## src/rtl/gpio_in_pkg.sv

```systemverilog
// Register offsets, CTRL field positions and prime sequencer states
// shared by the GPIO input demux and its per-bit filter.
package gpio_in_pkg;

    localparam logic [2:0] REG_FILT0   = 3'd0;
    localparam logic [2:0] REG_FILT1   = 3'd1;
    localparam logic [2:0] REG_FILT2   = 3'd2;
    localparam logic [2:0] REG_STICKY0 = 3'd3;
    localparam logic [2:0] REG_STICKY1 = 3'd4;
    localparam logic [2:0] REG_STICKY2 = 3'd5;
    localparam logic [2:0] REG_CTRL    = 3'd6;

    localparam int CTRL_LEN_LSB = 0;
    localparam int CTRL_IRQ_EN  = 4;

    localparam logic [1:0] PRIME_LAST = 2'd2;

    typedef enum logic {
        PRIME = 1'b0,
        RUN   = 1'b1
    } prime_state_t;

endpackage

```

## src/rtl/gpio_in_filter.sv

```systemverilog
// One GPIO input bit: two-flop synchronizer, length-L debounce counter
// and a sticky change flag (a set beats a coincident clear).
module gpio_in_filter #(
    parameter int FiltBits = 4
) (
    input  logic                clk,
    input  logic                reset,
    input  logic                pin,
    input  logic                prime,
    input  logic [FiltBits-1:0] len,
    input  logic                clr,
    output logic                filt,
    output logic                sticky
);

    logic                meta;
    logic                sync;
    logic [FiltBits-1:0] cnt;
    logic                hit;

    // The raw pin is asynchronous; data-only flops, no reset needed
    always_ff @(posedge clk) begin
        meta <= pin;
        sync <= meta;
    end

    assign hit = !prime && (sync != filt) && (cnt == len);

    // Debounce: accept the synced level after it disagrees for L+1 cycles
    always_ff @(posedge clk) begin
        if (reset) begin
            filt <= 1'b0;
            cnt  <= '0;
        end else if (prime) begin
            filt <= sync;
            cnt  <= '0;
        end else if (sync == filt) begin
            cnt <= '0;
        end else if (cnt == len) begin
            filt <= sync;
            cnt  <= '0;
        end else begin
            cnt <= cnt + FiltBits'(1);
        end
    end

    // Sticky flag: filter acceptance sets, bus write-1 clears
    always_ff @(posedge clk) begin
        if (reset) begin
            sticky <= 1'b0;
        end else if (hit) begin
            sticky <= 1'b1;
        end else if (clr) begin
            sticky <= 1'b0;
        end
    end

endmodule

```

## src/rtl/gpio_in_demux.sv

```systemverilog
// Input side of the HostMot2 GPIO mux: debounces both headers into the
// IOBits vector and exposes filtered state, sticky change flags and
// filter control on the register bus.
module gpio_in_demux
    import gpio_in_pkg::*;
#(
    parameter int GPIOWidth = 36,
    parameter int NumGPIO   = 2,
    parameter int IOWidth   = 72,
    parameter int BusWidth  = 32,
    parameter int AddrWidth = 16,
    parameter int FiltBits  = 4
) (
    input  logic                           clk,
    input  logic                           reset,
    input  logic [GPIOWidth*NumGPIO-1:0]   gpio_in,
    output logic [IOWidth-1:0]             io_bits_in,
    input  logic [AddrWidth-1:0]           addr,
    input  logic                           read_strobe,
    input  logic                           write_strobe,
    input  logic [BusWidth-1:0]            data_in,
    output logic [BusWidth-1:0]            data_out,
    output logic                           read_valid,
    output logic                           change_irq
);

    // Three bus words cover the IO vector; upper padding reads as zero
    localparam int PadW = 3 * BusWidth;

    logic [IOWidth-1:0]     filt;
    logic [IOWidth-1:0]     sticky;
    logic [IOWidth-1:0]     clr;
    logic [PadW-1:0]        filt_pad;
    logic [PadW-1:0]        sticky_pad;
    logic [PadW-1:0]        clr_pad;
    logic [PadW-1:BusWidth] shadow;
    logic [BusWidth-1:0]    rd_word;
    logic [FiltBits-1:0]    len;
    logic                   irq_en;
    prime_state_t           state;
    logic [1:0]             prime_cnt;
    logic                   prime;
    logic                   wr_en;
    logic [2:0]             reg_sel;
    logic                   unused_bits;

    assign prime      = (state == PRIME);
    assign wr_en      = write_strobe && !prime;
    assign reg_sel    = addr[2:0];
    assign filt_pad   = PadW'(filt);
    assign sticky_pad = PadW'(sticky);
    assign clr        = clr_pad[IOWidth-1:0];
    assign io_bits_in = filt;
    assign unused_bits = ^{addr[AddrWidth-1:3], clr_pad[PadW-1:IOWidth]};

    genvar h, i;
    generate
        for (h = 0; h < NumGPIO; h++) begin : g_hdr
            for (i = 0; i < GPIOWidth; i++) begin : g_pin
                gpio_in_filter #(
                    .FiltBits (FiltBits)
                ) u_filter (
                    .clk    (clk),
                    .reset  (reset),
                    .pin    (gpio_in[h*GPIOWidth+i]),
                    .prime  (prime),
                    .len    (len),
                    .clr    (clr[h*GPIOWidth+i]),
                    .filt   (filt[h*GPIOWidth+i]),
                    .sticky (sticky[h*GPIOWidth+i])
                );
            end
        end
    endgenerate

    // Write-1-to-clear mask for the sticky words (writes dropped in PRIME)
    always_comb begin
        clr_pad = '0;
        if (wr_en) begin
            case (reg_sel)
                REG_STICKY0: clr_pad[BusWidth-1:0]          = data_in;
                REG_STICKY1: clr_pad[2*BusWidth-1:BusWidth] = data_in;
                REG_STICKY2: clr_pad[PadW-1:2*BusWidth]     = data_in;
                default:     ;
            endcase
        end
    end

    // Read mux; upper filt words come from the snapshot taken by a word-0 read
    always_comb begin
        rd_word = '0;
        case (reg_sel)
            REG_FILT0:   rd_word = filt_pad[BusWidth-1:0];
            REG_FILT1:   rd_word = shadow[2*BusWidth-1:BusWidth];
            REG_FILT2:   rd_word = shadow[PadW-1:2*BusWidth];
            REG_STICKY0: rd_word = sticky_pad[BusWidth-1:0];
            REG_STICKY1: rd_word = sticky_pad[2*BusWidth-1:BusWidth];
            REG_STICKY2: rd_word = sticky_pad[PadW-1:2*BusWidth];
            REG_CTRL: begin
                rd_word[CTRL_LEN_LSB +: FiltBits] = len;
                rd_word[CTRL_IRQ_EN]              = irq_en;
            end
            default:     ;
        endcase
    end

    // Prime sequencer: filters track the pins for three cycles after reset
    always_ff @(posedge clk) begin
        if (reset) begin
            state     <= PRIME;
            prime_cnt <= 2'd0;
        end else if (state == PRIME) begin
            if (prime_cnt == PRIME_LAST) begin
                state <= RUN;
            end else begin
                prime_cnt <= prime_cnt + 2'd1;
            end
        end
    end

    // Read port: registered data, one-cycle valid, snapshot on word-0 read
    always_ff @(posedge clk) begin
        if (reset) begin
            data_out   <= '0;
            read_valid <= 1'b0;
            shadow     <= '0;
        end else begin
            read_valid <= read_strobe;
            if (read_strobe) begin
                data_out <= rd_word;
                if (reg_sel == REG_FILT0) begin
                    shadow <= filt_pad[PadW-1:BusWidth];
                end
            end
        end
    end

    // Control register write
    always_ff @(posedge clk) begin
        if (reset) begin
            len    <= '0;
            irq_en <= 1'b0;
        end else if (wr_en && (reg_sel == REG_CTRL)) begin
            len    <= data_in[CTRL_LEN_LSB +: FiltBits];
            irq_en <= data_in[CTRL_IRQ_EN];
        end
    end

    // Level interrupt, one cycle behind the sticky flags
    always_ff @(posedge clk) begin
        if (reset) begin
            change_irq <= 1'b0;
        end else begin
            change_irq <= irq_en & (|sticky);
        end
    end

endmodule

```

## config.mk

```make
export PLATFORM = sky130hd
export DESIGN_NAME = gpio_in_demux
export DESIGN_NICKNAME = d
export VERILOG_FILES = /design/src/rtl/gpio_in_pkg.sv /design/src/rtl/gpio_in_filter.sv /design/src/rtl/gpio_in_demux.sv
export SDC_FILE = /design/constraint.sdc
export NUM_CORES = 1
export LEC_CHECK = 0
export CAP_MARGIN = 30
export CORE_ASPECT_RATIO = 0.8
export CORE_UTILIZATION = 40
export CTS_BUF_LIST = sky130_fd_sc_hd__clkbuf_16
export CTS_CLUSTER_DIAMETER = 50
export DETAILED_ROUTE_END_ITERATION = 16
export HOLD_SLACK_MARGIN = 0.08
export MAX_ROUTING_LAYER = met4
export SETUP_SLACK_MARGIN = 0.15
export SLEW_MARGIN = 40
export SYNTH_ARGS = -nofsm -noshare
export SYNTH_HDL_FRONTEND = slang
export SYNTH_SLANG_ARGS = --single-unit
```

## constraint.sdc

```tcl
create_clock -name clk -period 3.1 [get_ports clk]
set_input_delay 0.62 -clock clk [delete_from_list [all_inputs] [get_ports clk]]
set_output_delay 0.62 -clock clk [all_outputs]
set_load 0.1 [all_outputs]
```

==> impl_results.md <==
- Die area: 69600 µm²
- Min-delay worst type: reg -> reg
- Crit path cell chain: buf_4
- Worst vdd ir: 0.409 mV
- Wire per inst: 19.3 µm
- Static Leakage: 11.7 nW
- Minimum clock period after layout: 2.17 ns
- DRT Pass-1 Iters: 5
- Mapped Nets: 3111
- Status: completed
- Area leader, netlist: dfxtp_1
- Setup Buffers After CTS: 0
- CTS tree: built
- Sequential power share: 0.464
- Number of unique standard cell types used by synthesis: 48
- Initial Util: 0.406
- Instance count on the critical path: 1
- CTS root buffer: clkbuf_16
- CTS Buffer Depth: 3
- Critical Path RT: 2.48 ns
- Antenna violations before repair: 1
- Routability cong.: 0.936
- Number of gates resized after CTS: 0
- Grt ovf: 0
- Clock share of power: 0.416
- Critical Path AT: 1.55 ns
- Fmax achieved: 0.462 GHz
- Multi-input combinational cell area: 12800 µm²
- Crit path max fanout: 4
- Worst path top cell family by delay: flip-flops
- Hold Vio Cnt, Final: 0
- Port-buffer cells: 216
- Synth Flop Type: dfxtp_1
- Max stage delay cell, worst path: dfxtp_1
- Vias in the first global route: 20300
- First-pass GRT wire length: 117 mm
- Comb pwr share: 0.120
- Post-synthesis sequential area ratio: 0.480
- Area share of the largest cell type after synthesis: 0.480
- Kind of critical path: reg -> out
- Synth top area cells: dfxtp_1, xnor2_1, xor2_1
- Worst Setup End Kind: output port
- Die Width: 295 µm
- Number of cells on the worst reg-to-reg path: 5
- Routed wire length: 77.6 mm
- Clock Sinks: 658
- H-tree depth: 3
- Synth Instances: 2914
- Setup tns final: 0 ns
- # setup viols final: 0
- Worst clock skew: 0.0262 ns
- Total number of vias: 20800
- DRT antenna net count: 0
- Cts hold-fix bufs: 0
- Fillers: 6241
- Io pins: 230
- CP peak stage delay: 0.56 ns
- MaxCap Viol Count: 0
- Ant diodes: 0
- Worst Hold Depth: 0
- Total CTS buffers: 72
- Pwr Density: 616 nW/µm²
- Fraction of layout cells with a size suffix above 1: 0.117
- EDFF count, synth: 0
- Synth warnings: 0
- Layout area overhead: 16.9%
- Leading cell type in the layout, fill and taps excluded: dfxtp_1
- Pins Over Slew Limit: 0
- GRT Total Usage: 0.227
- Synth Cell Area: 27400 µm²
- Commonest non-fill, non-tap cells in the layout: dfxtp_1, xnor2_1, nor2_1
- DP Wirelength: 55.4 mm
- Switching Share: 0.279
- Cell Int Power: 0.0142 W
- Post-route DRC: 0
- Worst-Margin Slew: 0.769 ns
- Placeable Area: 67500 µm²
- Relative slew slack: 0.482
- Startpoint types: flip-flop
- Mean Syn Cell Area: 9.41 µm²
- Period utilization: 0.699
- Vert. Die Dim: 236 µm
- Largest net degree at the start of global routing: 112
- Switching pwr: 0.00550 W
- CP bufs+invs: 1
- RSZ-0062 raised after global routing: false
- Clk slew on worst S/H paths: 0.06 ns
- Vias per inst: 5.17
- Fin nets: 3244
- FF/Latch Area: 13200 µm²
- Clk Latency, worst-skew pair: 0.63 ns
- DR iter-0 viols: 1452
- Num rows: 85
- Register bit total from synthesis: 658
- Async set-reset flop share out of synthesis: 0
- Final core utilization: 0.474
Yosys cell counts (3+ instances only):
| cell | instances |
|---|---|
| a21bo_2 | 72 |
| a21oi_1 | 212 |
| a221oi_1 | 4 |
| a22o_1 | 49 |
| buf_2 | 24 |
| buf_4 | 98 |
| buf_6 | 7 |
| clkbuf_1 | 72 |
| dfxtp_1 | 658 |
| ha_1 | 73 |
| inv_1 | 77 |
| mux2_2 | 3 |
| mux2i_1 | 15 |
| mux4_2 | 4 |
| nand2_1 | 219 |
| nand3_1 | 217 |
| nand4_1 | 76 |
| nor2_1 | 302 |
| nor2b_1 | 4 |
| nor3_1 | 3 |
| nor4_1 | 18 |
| o21ai_0 | 79 |
| o21ai_1 | 22 |
| o2bb2ai_1 | 5 |
| or2_0 | 38 |
| or2_1 | 21 |
| or2_2 | 13 |
| xnor2_1 | 361 |
| xor2_1 | 144 |
routing by layer:
layer	global-route usage	routed length [µm]	up-vias
met5	-	0	-
met4	0.0889	3020	0
met3	0.0409	5220	161
met2	0.356	35900	606
met1	0.289	33500	10100
li1	-	-	9940
path summary, 6_finish.rpt:
kind / startpoint / end / slack, ns
setup reg to reg: len[2] / g_hdr[1].g_pin[13].u_filter.sticky / 0.96
hold / removal: g_hdr[1].g_pin[0].u_filter.meta / g_hdr[1].g_pin[0].u_filter.sync / 0.32
setup / recovery: g_hdr[1].g_pin[13].u_filter.filt / io_bits_in[49] / 0.93
hold reg to reg: g_hdr[1].g_pin[0].u_filter.meta / g_hdr[1].g_pin[0].u_filter.sync / 0.32
cells by family (layout without fill, tap and decap cells):
group,after synthesis,count (layout),synth area share
muxes,22,22,0.00999
DFF,658,658,0.480
buffers and inverters,280,471,0.0548
xor gates and xnor gates,505,505,0.161
and+or+nand+nor,922,922,0.155
adders and majority gates,73,73,0.0333
AOI/OAI and AO/OA,454,454,0.106
area by class of cell:
type | count | share of cell area
clock buffers | 75 | 0.0586
clock inverters | 57 | 0.0119
inverters | 78 | 0.00914
multi-input cells | 1976 | 0.398
flip-flops and latches | 658 | 0.412
well taps | 913 | 0.0356
repair buffers | 261 | 0.0749
sequential cells by signal, indices dropped and copies added, names as in the netlist:
name / flops
g_hdr.g_pin.u_filter.cnt: 288
g_hdr.g_pin.u_filter.filt: 72
g_hdr.g_pin.u_filter.meta: 72
g_hdr.g_pin.u_filter.sticky: 72
g_hdr.g_pin.u_filter.sync: 72
shadow: 40
data_out: 32
len: 4
prime_cnt: 2
change_irq: 1
irq_en: 1
read_valid: 1
state: 1
power by group through the flow:
stage | clock network (W) | registers (W) | logic, W
after floorplan | 0 | 0.00922 | 0.00159
after CTS | 0.00840 | 0.00914 | 0.00237
after global routing | 0.00875 | 0.00918 | 0.00252
after global placement | 0 | 0.00932 | 0.00234
final | 0.00821 | 0.00915 | 0.00237
after detailed placement | 0 | 0.00933 | 0.00236
stage by stage:
step | hold WS (ns) | instance area [µm²] | total power (W) | std cells | setup slack, ns
2_1_floorplan | 0.310 | 27400 | 0.0108 | 2914 | 1.29
3_3_place_gp | 0.313 | 29800 | 0.0117 | 3886 | 0.424
3_5_place_dp | 0.312 | 29800 | 0.0117 | 3886 | 0.383
4_1_cts | 0.325 | 32000 | 0.0199 | 4018 | 0.925
5_1_grt | 0.326 | 32000 | 0.0204 | 4018 | 0.877
6_report | 0.322 | 32000 | 0.0197 | 4018 | 0.935
(Power assumes the default switching activity.)
